**src/rtl/systolic_feeder_if.sv**
```systemverilog
// -----------------------------------------------------------------------------
// systolic_feeder_if
// Bundles the feeder's load stream and its skewed array-side outputs.
//   s_data/s_valid/s_ready : serial load stream, a beat moves when valid&ready
//   hold                   : freezes the feed sequence (only acts while feeding)
//   a_data/a_vld           : N lanes of WIDTH bits, lane i at [i*WIDTH +: WIDTH]
//   busy/done              : feeding in progress / one-cycle end-of-block pulse
// master = producer of the block (testbench or upstream), slave = the feeder.
// -----------------------------------------------------------------------------
interface systolic_feeder_if #(
  parameter int WIDTH = 16,
  parameter int N     = 4
);
  logic [WIDTH-1:0]   s_data;
  logic               s_valid;
  logic               s_ready;
  logic               hold;
  logic [N*WIDTH-1:0] a_data;
  logic [N-1:0]       a_vld;
  logic               busy;
  logic               done;

  modport master (
    output s_data, s_valid, hold,
    input  s_ready, a_data, a_vld, busy, done
  );

  modport slave (
    input  s_data, s_valid, hold,
    output s_ready, a_data, a_vld, busy, done
  );
endinterface

```
**src/rtl/systolic_feeder.sv**
```systemverilog
// -----------------------------------------------------------------------------
// systolic_feeder
// Buffers an N x N block (N vectors of N signed elements, row-major stream)
// and replays it diagonally skewed onto the array rows: at step t lane i shows
// X[t-i][i] when 0 <= t-i <= N-1, otherwise 0 with its valid low.
// Ports:
//   clk  : single rising-edge clock
//   rst  : synchronous active-high reset
//   bus  : systolic_feeder_if.slave (load stream, hold, lanes, busy, done)
// All outputs come straight from flops or from the state register.
// -----------------------------------------------------------------------------
module systolic_feeder #(
  parameter int WIDTH = 16,
  parameter int N     = 4
) (
  input  logic             clk,
  input  logic             rst,
  systolic_feeder_if.slave bus
);

  localparam int DEPTH = N * N;
  localparam int AW    = $clog2(DEPTH);
  localparam int STEPS = 2 * N - 1;
  localparam int SW    = $clog2(STEPS);

  localparam logic [AW-1:0] LAST_BEAT = AW'(DEPTH - 1);
  localparam logic [SW-1:0] LAST_STEP = SW'(STEPS - 1);
  localparam logic [SW-1:0] LAST_ROW  = SW'(N - 1);

  typedef enum logic {LOAD, FEED} state_t;

  state_t             state_q, state_d;
  logic [AW-1:0]      load_cnt_q, load_cnt_d;
  logic [SW-1:0]      step_q, step_d;
  logic [N*WIDTH-1:0] a_data_q, a_data_d;
  logic [N-1:0]       a_vld_q, a_vld_d;
  logic               done_q, done_d;

  logic [WIDTH-1:0]   buf_mem [DEPTH];

  logic               beat_fire;
  logic               last_beat;
  logic               feed_adv;
  logic               feed_last;
  logic [SW-1:0]      show_step;
  logic [WIDTH-1:0]   lane_data [N];
  logic [N-1:0]       lane_vld;

  assign beat_fire = (state_q == LOAD) && bus.s_valid;
  assign last_beat = beat_fire && (load_cnt_q == LAST_BEAT);
  assign feed_adv  = (state_q == FEED) && !bus.hold;
  assign feed_last = feed_adv && (step_q == LAST_STEP);

  // Step whose lanes get registered this cycle: step 0 while the final beat
  // arrives (it only needs X[0][0], already stored), else the following step.
  assign show_step = last_beat ? '0 : step_q + SW'(1);

  // Block buffer, no reset: stale contents are never presented because a
  // feed only starts after a full block has been written.
  always_ff @(posedge clk) begin
    if (beat_fire) begin
      buf_mem[load_cnt_q] <= bus.s_data;
    end
  end

  // Per-lane diagonal selection for show_step.
  generate
    for (genvar gi = 0; gi < N; gi++) begin : g_lane
      localparam logic [SW-1:0] LANE = SW'(gi);
      logic [SW-1:0] row;
      logic [AW-1:0] addr;

      assign row          = show_step - LANE;
      assign lane_vld[gi] = (show_step >= LANE) && (row <= LAST_ROW);
      assign addr         = lane_vld[gi] ? (AW'(row) * AW'(N) + AW'(gi)) : '0;
      assign lane_data[gi] = lane_vld[gi] ? buf_mem[addr] : '0;
    end
  endgenerate

  // State register.
  always_ff @(posedge clk) begin
    if (rst) begin
      state_q    <= LOAD;
      load_cnt_q <= '0;
      step_q     <= '0;
      a_data_q   <= '0;
      a_vld_q    <= '0;
      done_q     <= 1'b0;
    end else begin
      state_q    <= state_d;
      load_cnt_q <= load_cnt_d;
      step_q     <= step_d;
      a_data_q   <= a_data_d;
      a_vld_q    <= a_vld_d;
      done_q     <= done_d;
    end
  end

  // Next-state and counters.
  always_comb begin
    state_d    = state_q;
    load_cnt_d = load_cnt_q;
    step_d     = step_q;
    case (state_q)
      LOAD: begin
        if (beat_fire) begin
          if (last_beat) begin
            state_d    = FEED;
            load_cnt_d = '0;
            step_d     = '0;
          end else begin
            load_cnt_d = load_cnt_q + AW'(1);
          end
        end
      end
      FEED: begin
        if (feed_adv) begin
          if (feed_last) begin
            state_d = LOAD;
            step_d  = '0;
          end else begin
            step_d = step_q + SW'(1);
          end
        end
      end
      default: state_d = LOAD;
    endcase
  end

  // Registered outputs: load the next step's lanes, keep them on hold,
  // clear them (and pulse done) when the final step retires.
  always_comb begin
    a_data_d = a_data_q;
    a_vld_d  = a_vld_q;
    done_d   = 1'b0;
    if (last_beat || (feed_adv && !feed_last)) begin
      for (int i = 0; i < N; i++) begin
        a_data_d[i*WIDTH +: WIDTH] = lane_data[i];
      end
      a_vld_d = lane_vld;
    end else if (feed_last) begin
      a_data_d = '0;
      a_vld_d  = '0;
      done_d   = 1'b1;
    end else if (state_q == LOAD) begin
      a_data_d = '0;
      a_vld_d  = '0;
    end
  end

  assign bus.s_ready = (state_q == LOAD);
  assign bus.busy    = (state_q == FEED);
  assign bus.a_data  = a_data_q;
  assign bus.a_vld   = a_vld_q;
  assign bus.done    = done_q;

endmodule

```
**src/flat_wrapper.sv**
```systemverilog
// flat-port wrapper written by rule: the top's interface ports become plain ports
module systolic_feeder_flat 
#(
  parameter int WIDTH = 16,
  parameter int N     = 4
)
  (clk, rst, bus_s_data, bus_s_valid, bus_hold, bus_s_ready, bus_a_data, bus_a_vld, bus_busy, bus_done);
  systolic_feeder_if #(.WIDTH(WIDTH), .N(N)) bus_i ();
  input  logic clk;
  input  logic rst;
  input wire logic [$bits(bus_i.s_data)-1:0] bus_s_data;
  input wire logic [$bits(bus_i.s_valid)-1:0] bus_s_valid;
  input wire logic [$bits(bus_i.hold)-1:0] bus_hold;
  output wire logic [$bits(bus_i.s_ready)-1:0] bus_s_ready;
  output wire logic [$bits(bus_i.a_data)-1:0] bus_a_data;
  output wire logic [$bits(bus_i.a_vld)-1:0] bus_a_vld;
  output wire logic [$bits(bus_i.busy)-1:0] bus_busy;
  output wire logic [$bits(bus_i.done)-1:0] bus_done;
  assign bus_i.s_data = bus_s_data;
  assign bus_i.s_valid = bus_s_valid;
  assign bus_i.hold = bus_hold;
  assign bus_s_ready = bus_i.s_ready;
  assign bus_a_data = bus_i.a_data;
  assign bus_a_vld = bus_i.a_vld;
  assign bus_busy = bus_i.busy;
  assign bus_done = bus_i.done;
  systolic_feeder #(.WIDTH(WIDTH), .N(N)) u_core (.clk(clk), .rst(rst), .bus(bus_i));
endmodule
```
**config.mk**
```make
export PLATFORM = sky130hd
export DESIGN_NAME = systolic_feeder_flat
export DESIGN_NICKNAME = d
export VERILOG_FILES = /design/src/rtl/systolic_feeder_if.sv /design/src/rtl/systolic_feeder.sv /design/src/flat_wrapper.sv
export SDC_FILE = /design/constraint.sdc
export NUM_CORES = 1
export LEC_CHECK = 0
export CAP_MARGIN = 10
export CORE_AREA = 2 2 166 168
export DETAILED_ROUTE_END_ITERATION = 12
export DIE_AREA = 0 0 168 170
export GPL_TIMING_DRIVEN = 1
export PLACE_DENSITY = 0.79
export SLEW_MARGIN = 0
export SYNTH_ARGS = -nofsm -noshare
export SYNTH_HDL_FRONTEND = slang
export SYNTH_SLANG_ARGS = --single-unit
```
**constraint.sdc**
```tcl
create_clock -name clk -period 3.05 [get_ports clk]
set_input_delay 0.4575 -clock clk [delete_from_list [all_inputs] [get_ports clk]]
set_output_delay 0.4575 -clock clk [all_outputs]
set_load 0.05 [all_outputs]
```
# Word level (Yosys, flattened, before mapping)

Memories as Yosys holds them, arrays and structs flattened.
Index checks and enable logic that the tools add are counted.

Register bits: 77
RAM bits: 256
Bits of input ports: 20
Output and inout bits: 71
Word-level logic and storage cells: 74
Memories: 1

Memories:

| name           | words | bits a word | rd ports | clocked after memory_dff | write ports | RTL line              | RTL |
|---|---|---|---|---|---|---|---|
| u_core.buf_mem | 16    | 16          | 4        | 0                        | 1           | systolic_feeder.sv:39 | `logic [WIDTH-1:0] buf_mem [DEPTH];` |

Add/sub/neg operators: 8
Order comparisons: 8
Equality and inequality tests: 6
Mux-type cells: 29
Bitwise logic cells: 1
Reductions and logical operators: 15

Operators by type and width:

| kind                                                              | count |
|---|---|
| two-way mux 64 bit                                                | 3 |
| two-way mux 16 bit                                                | 4 |
| two-way mux 4 bit                                                 | 8 |
| two-way mux 3 bit                                                 | 5 |
| <= comparator 3 x 2 -> 1 bit, second input constant               | 4 |
| logical AND 1 bit                                                 | 9 |
| adder 4 x 1 -> 4 bit, second input constant                       | 2 |
| adder 4 x 2 -> 4 bit, second input constant                       | 2 |
| two-way mux 1 bit                                                 | 7 |
| greater-or-equal comparator 3 x 1 -> 1 bit, second input constant | 2 |
| greater-or-equal comparator 3 x 2 -> 1 bit, second input constant | 2 |
| one-hot mux 3 bit (2 select lines)                                | 1 |
| subtractor 3 x 2 -> 3 bit, second input constant                  | 2 |
| equality test 4 bit, second input constant                        | 1 |
| inequality test 2 x 1 -> 1 bit, second input constant             | 2 |
| adder 3 x 1 -> 3 bit, second input constant                       | 1 |
| equality test 3 bit, second input constant                        | 1 |
| inequality test 3 bit, second input constant                      | 1 |
| AND reduction 3 bit                                               | 1 |
| subtractor 3 x 1 -> 3 bit, second input constant                  | 1 |
| logical NOT 1 bit                                                 | 2 |
| inequality test 2 bit, second input constant                      | 1 |
| one-hot mux 1 bit (2 select lines)                                | 1 |
| AND reduction 2 bit                                               | 1 |
| 3 further kinds                                                   | 3 |

# Logic depth before layout (Yosys ltp)

An unclocked memory read counts as a cell.

Depth after elaboration: 11
Depth in mapped cells: 16
Depth with buffers taken out: 12

# Worst setup path after synthesis

No wires, ideal clock.

Path kind: register -> register
Start point: register u_core.state_q, in the netlist u_core.bus.busy
End point: register u_core.a_data_q[52], in the netlist u_core.bus.a_data[52]
Library setup time: 59 ps
Arrival time: 3419 ps
Required time: 2991 ps
Path slack: -428 ps
Stages on the path, launching flop included: 15
Path buffers: 5
Clock period less this slack: 3478 ps
Cell sequence: dfxtp_1 -> and3b_1 -> nand2_1 -> clkbuf_1 -> buf_1 -> nand2_1 -> ha_1 -> buf_2 -> or2_2 -> clkbuf_1 -> buf_2 -> nor3_1 -> a31o_2 -> o41ai_1 -> and2_1

Cells in the longest elaborated chain, start to end: 11
Elaborated cells between the ends (all ways): 20
Classes of those cells: add/sub: 2; order compare: 2; eq/ne: 1; mux: 5; bitwise: 1; reduce/logical: 8; memory: 1

RTL lines:

| what                                                                          | RTL line              | RTL |
|---|---|---|
| start: declaration                                                            | systolic_feeder.sv:32 | `state_t state_q, state_d;` |
| start signal: assignment                                                      | systolic_feeder.sv:90 | `state_q <= state_d;` |
| parallel branches: the longest is 11 deep, another holds memory (16 x 16 bit) | -                     |  |
| end signal: assignment                                                        | systolic_feeder.sv:93 | `a_data_q <= a_data_d;` |
| end: declaration                                                              | systolic_feeder.sv:35 | `logic [N*WIDTH-1:0] a_data_q, a_data_d;` |

Parallel ways; which one is timed is not known.
A chain may end at the register's enable or synchronous reset.

# Worst setup path in the final report

Start point: register u_core.load_cnt_q[1]
End point: register u_core.a_data_q[58], in the netlist u_core.bus.a_data[58]

Cells in the longest elaborated chain, start to end: 10
Elaborated cells between the ends (all ways): 14
Classes of those cells: add/sub: 2; order compare: 2; eq/ne: 2; mux: 4; reduce/logical: 3; memory: 1

RTL lines:

| what                                                                         | RTL line              | RTL |
|---|---|---|
| start: declaration                                                           | systolic_feeder.sv:33 | `logic [AW-1:0] load_cnt_q, load_cnt_d;` |
| start signal: assignment                                                     | systolic_feeder.sv:91 | `load_cnt_q <= load_cnt_d;` |
| equality test 4 bit (*)                                                      | systolic_feeder.sv:50 | `assign last_beat = beat_fire && (load_cnt_q == LAST_BEAT);` |
| logical AND 1 bit (*)                                                        | systolic_feeder.sv:50 |  |
| parallel branches: the longest is 8 deep, another holds memory (16 x 16 bit) | -                     |  |

Mark *: on every way between the ends.

==> impl_metrics.toml <==
[sta]
max_freq_ghz = 0.354
hold_ws_ns = 0.457
grt_setup_unrepaired = "false"
slew_headroom_pct = 43.1
finalMaxSlewViolations = 0
min_period_over_period_pct = 92.6
hold_violations = 0
worst_pin_slew_ns = 0.850
min_period_ns = 2.82
layout_setup_ws_ns = 0.225
setup_viol_count_final = 0
skew_ns = 0.0224

[clock_network]
clockRootBuffer = "clkbuf_16"
cts_buffers = 31
clk-insertion-delay-late_ns = 0.56
cts-htree-levels = 1
clock_path_buffers = 3
postCtsSetupBuffers = 0
cts_tree = "done"
cts.sink_count = 333
clk_pin_slew_worst_paths_ns = 0.07

[routing]
wl_per_cell_um = 21.5
via_per_inst = 5.98
drtAntennaViolNets = 0
drt_drc_violations_left = 0
drt-pass1-iter-count = 5
drtIter0Drc = 929
wl_mm = 32.1
via_count = 8903

[synth]
synth_top_area_share_pct = 58.1
synth_flop_cell = "edfxtp_1"
synth_async_sr_flop_share_pct = 0
synthTopCellsByArea = "edfxtp_1 (58%), dfxtp_1 (12%), nand2_1 (3.4%)"
synth_seq_cells = 333
synth_cell_types = 60
yosysWarnings = 0
netlist_instances = 1010
synth_top_cell_by_area = "edfxtp_1"
ys_seq_area_share_pct = 69.8
synth_edf_count = 256
synth_fp_nets = 1043
avgSynthCellArea_um2 = 13.1
syn_area_um2 = 13200

[worst_setup_path]
path_buf_inv = 2
startpoint = "u_core.load_cnt_q[1]"
reg2reg_from = "u_core.load_cnt_q[1]"
cp_common_cell = "ha_1"
startpoint_type = "flip-flop"
crit_path_max_incr_delay_ns = 0.40
cp-end-kind = "flip-flop"
arrival_ns = 3.32
path_cells = "ha_1, and3b_2, nand2_1, nand2_2, inv_1, ha_1, ha_1, nor2b_1, o211ai_1, o22a_1, buf_12, o41ai_1, and2_1"
crit_family = "simple AND/OR/NAND/NOR gates"
crit_path_max_fanout = 17
worstSetupPathType = "flip-flop to flip-flop"
cp_slowest_cell = "dfxtp_1"
required_ns = 3.55

[die]
die_width_um = 168
die-area_um2 = 28600
ios = 91
die-height_um = 170
core_um2 = 26700
rows = 60
initial_utilization_pct = 49.6

[cells_and_area]
drive_gt1_share_pct = 12.6
antenna_cells = 0
mostFrequentLayoutCells = "edfxtp_1 (256), nand2_1 (120), clkdlybuf4s50_1 (90), dfxtp_1 (76), nor2_1 (71)"
finish.instance_area_um2 = 15900
layout_commonest_cell = "edfxtp_1"
stdcell_count = 1490
nNetsFinal = 1159
area_growth_pct = 20.2

[global_routing]
antenna_found_initial = 0
grt_first_pass_wirelength_mm = 49.4
grt_pass1_vias = 8883
grt_remaining_overflow = 0
grt_max_degree = 57
grt_usage_pct = 22.4

[power_and_ir_drop]
worst_ir_drop_vdd_v = 0.000489
power_density_nw_per_um2 = 575
p_leak_nw = 5.59

[place]
dp_slack_ns = -0.229
portBuffers = 90
hpwl_mm = 19.1
gp_congestion = 0.875
dp_cells = 1434
placed_area_um2 = 14800

[outcome]
outcome = "completed"

[hold_path]
hp-class = "flip-flop to flip-flop"
worstHoldStart = "u_core.bus.a_vld[0]"

[job]
cap_violations = 0
final cells by class:
type	instances	area (um^2)
Fill cell	1953	10800
Sequential cell	333	9230
Multi-Input combinational cell	598	3670
Timing Repair Buffer	150	1430
Clock buffer	40	850
Tap cell	341	427
Clock inverter	16	236
Inverter	12	46.3
worst reg2reg max path, delay by kind of cell, from the launching register on:
| kind | cells | cell delay (ns) |
|---|---|---|
| DFF | 1 | 0.40 |
| AOI/OAI and AO/OA | 3 | 0.73 |
| buffers and inverters | 2 | 0.24 |
| and+or+nand+nor | 5 | 0.73 |
| adders and majority gates | 3 | 0.67 |
metrics by stage:
step	util [%]	TNS [ns]	power, mW
5_1_grt	59.6	0	9.37
4_1_cts	59.6	0	9.18
2_1_floorplan	-	0	5.06
3_5_place_dp	55.5	-3.62	5.18
6_report	59.6	0	9.14
3_3_place_gp	55.5	-0.428	5.18
repair_timing:
action / CTS / global route
hold buffers: 0 / 0
setup endpoints to repair: 0 / 4
gates resized for setup: 0 / 1
worst paths after layout:
| kind | end | slack, ns | depth (start not counted) |
|---|---|---|---|
| setup / recovery | u_core.bus.a_data[58] | 0.23 | 13 |
| hold / removal | u_core.bus.a_vld[0] | 0.46 | 2 |
| setup reg to reg | u_core.bus.a_data[58] | 0.23 | 13 |
| hold reg to reg | u_core.bus.a_vld[0] | 0.46 | 2 |
cells by family after synthesis:
kind of cell / synth area share [%]
mux: 1.89
fa+ha+maj: 1.23
xor+xnor: 0.322
simple gates: 11.5
compound gates: 12.5
flops: 69.8
buf+inv: 2.73
where the power goes:
group / total, mW / switching [mW] / leakage [nW] / internal (mW)
combinational: 0.163 / 0.123 / 2.13 / 0.0402
sequential: 4.93 / 0.0106 / 2.93 / 4.91
clock: 4.06 / 1.59 / 0.531 / 2.46
state kept, by name (all words and copies together), names as in the netlist:
register           count
u_core.bus.done        1
u_core.buf_mem       256
u_core.bus.a_vld       4
u_core.step_q          3
u_core.bus.busy        1
u_core.load_cnt_q      4
u_core.bus.a_data     64
per-layer routing:
| layer | GRT usage [%] | vias to the layer above | routed length (um) |
|---|---|---|---|
| met5 | 0 | - | 0 |
| met4 | 9.19 | 0 | 1000 |
| met3 | 2.35 | 67 | 2470 |
| met2 | 38.7 | 422 | 15700 |
| met1 | 29.2 | 4362 | 12900 |
| li1 | - | 4052 | - |
synthesized netlist by cell type, types with 9 or more instances:
cell        n
edfxtp_1  256
nand2_1   121
dfxtp_1    77
nor2_1     72
nand3_1    44
a21oi_1    43
nor3_1     37
clkbuf_1   31
o21ai_0    26
mux2i_1    25
buf_2      21
a221oi_1   19
a211o_1    18
and2_1     17
nor2b_1    17
o31ai_1    16
a31o_2     15
o22ai_1    15
o41ai_1    15
ha_1       13
a32o_1      9
inv_1       9
Power figures use the tool's default switching activity.
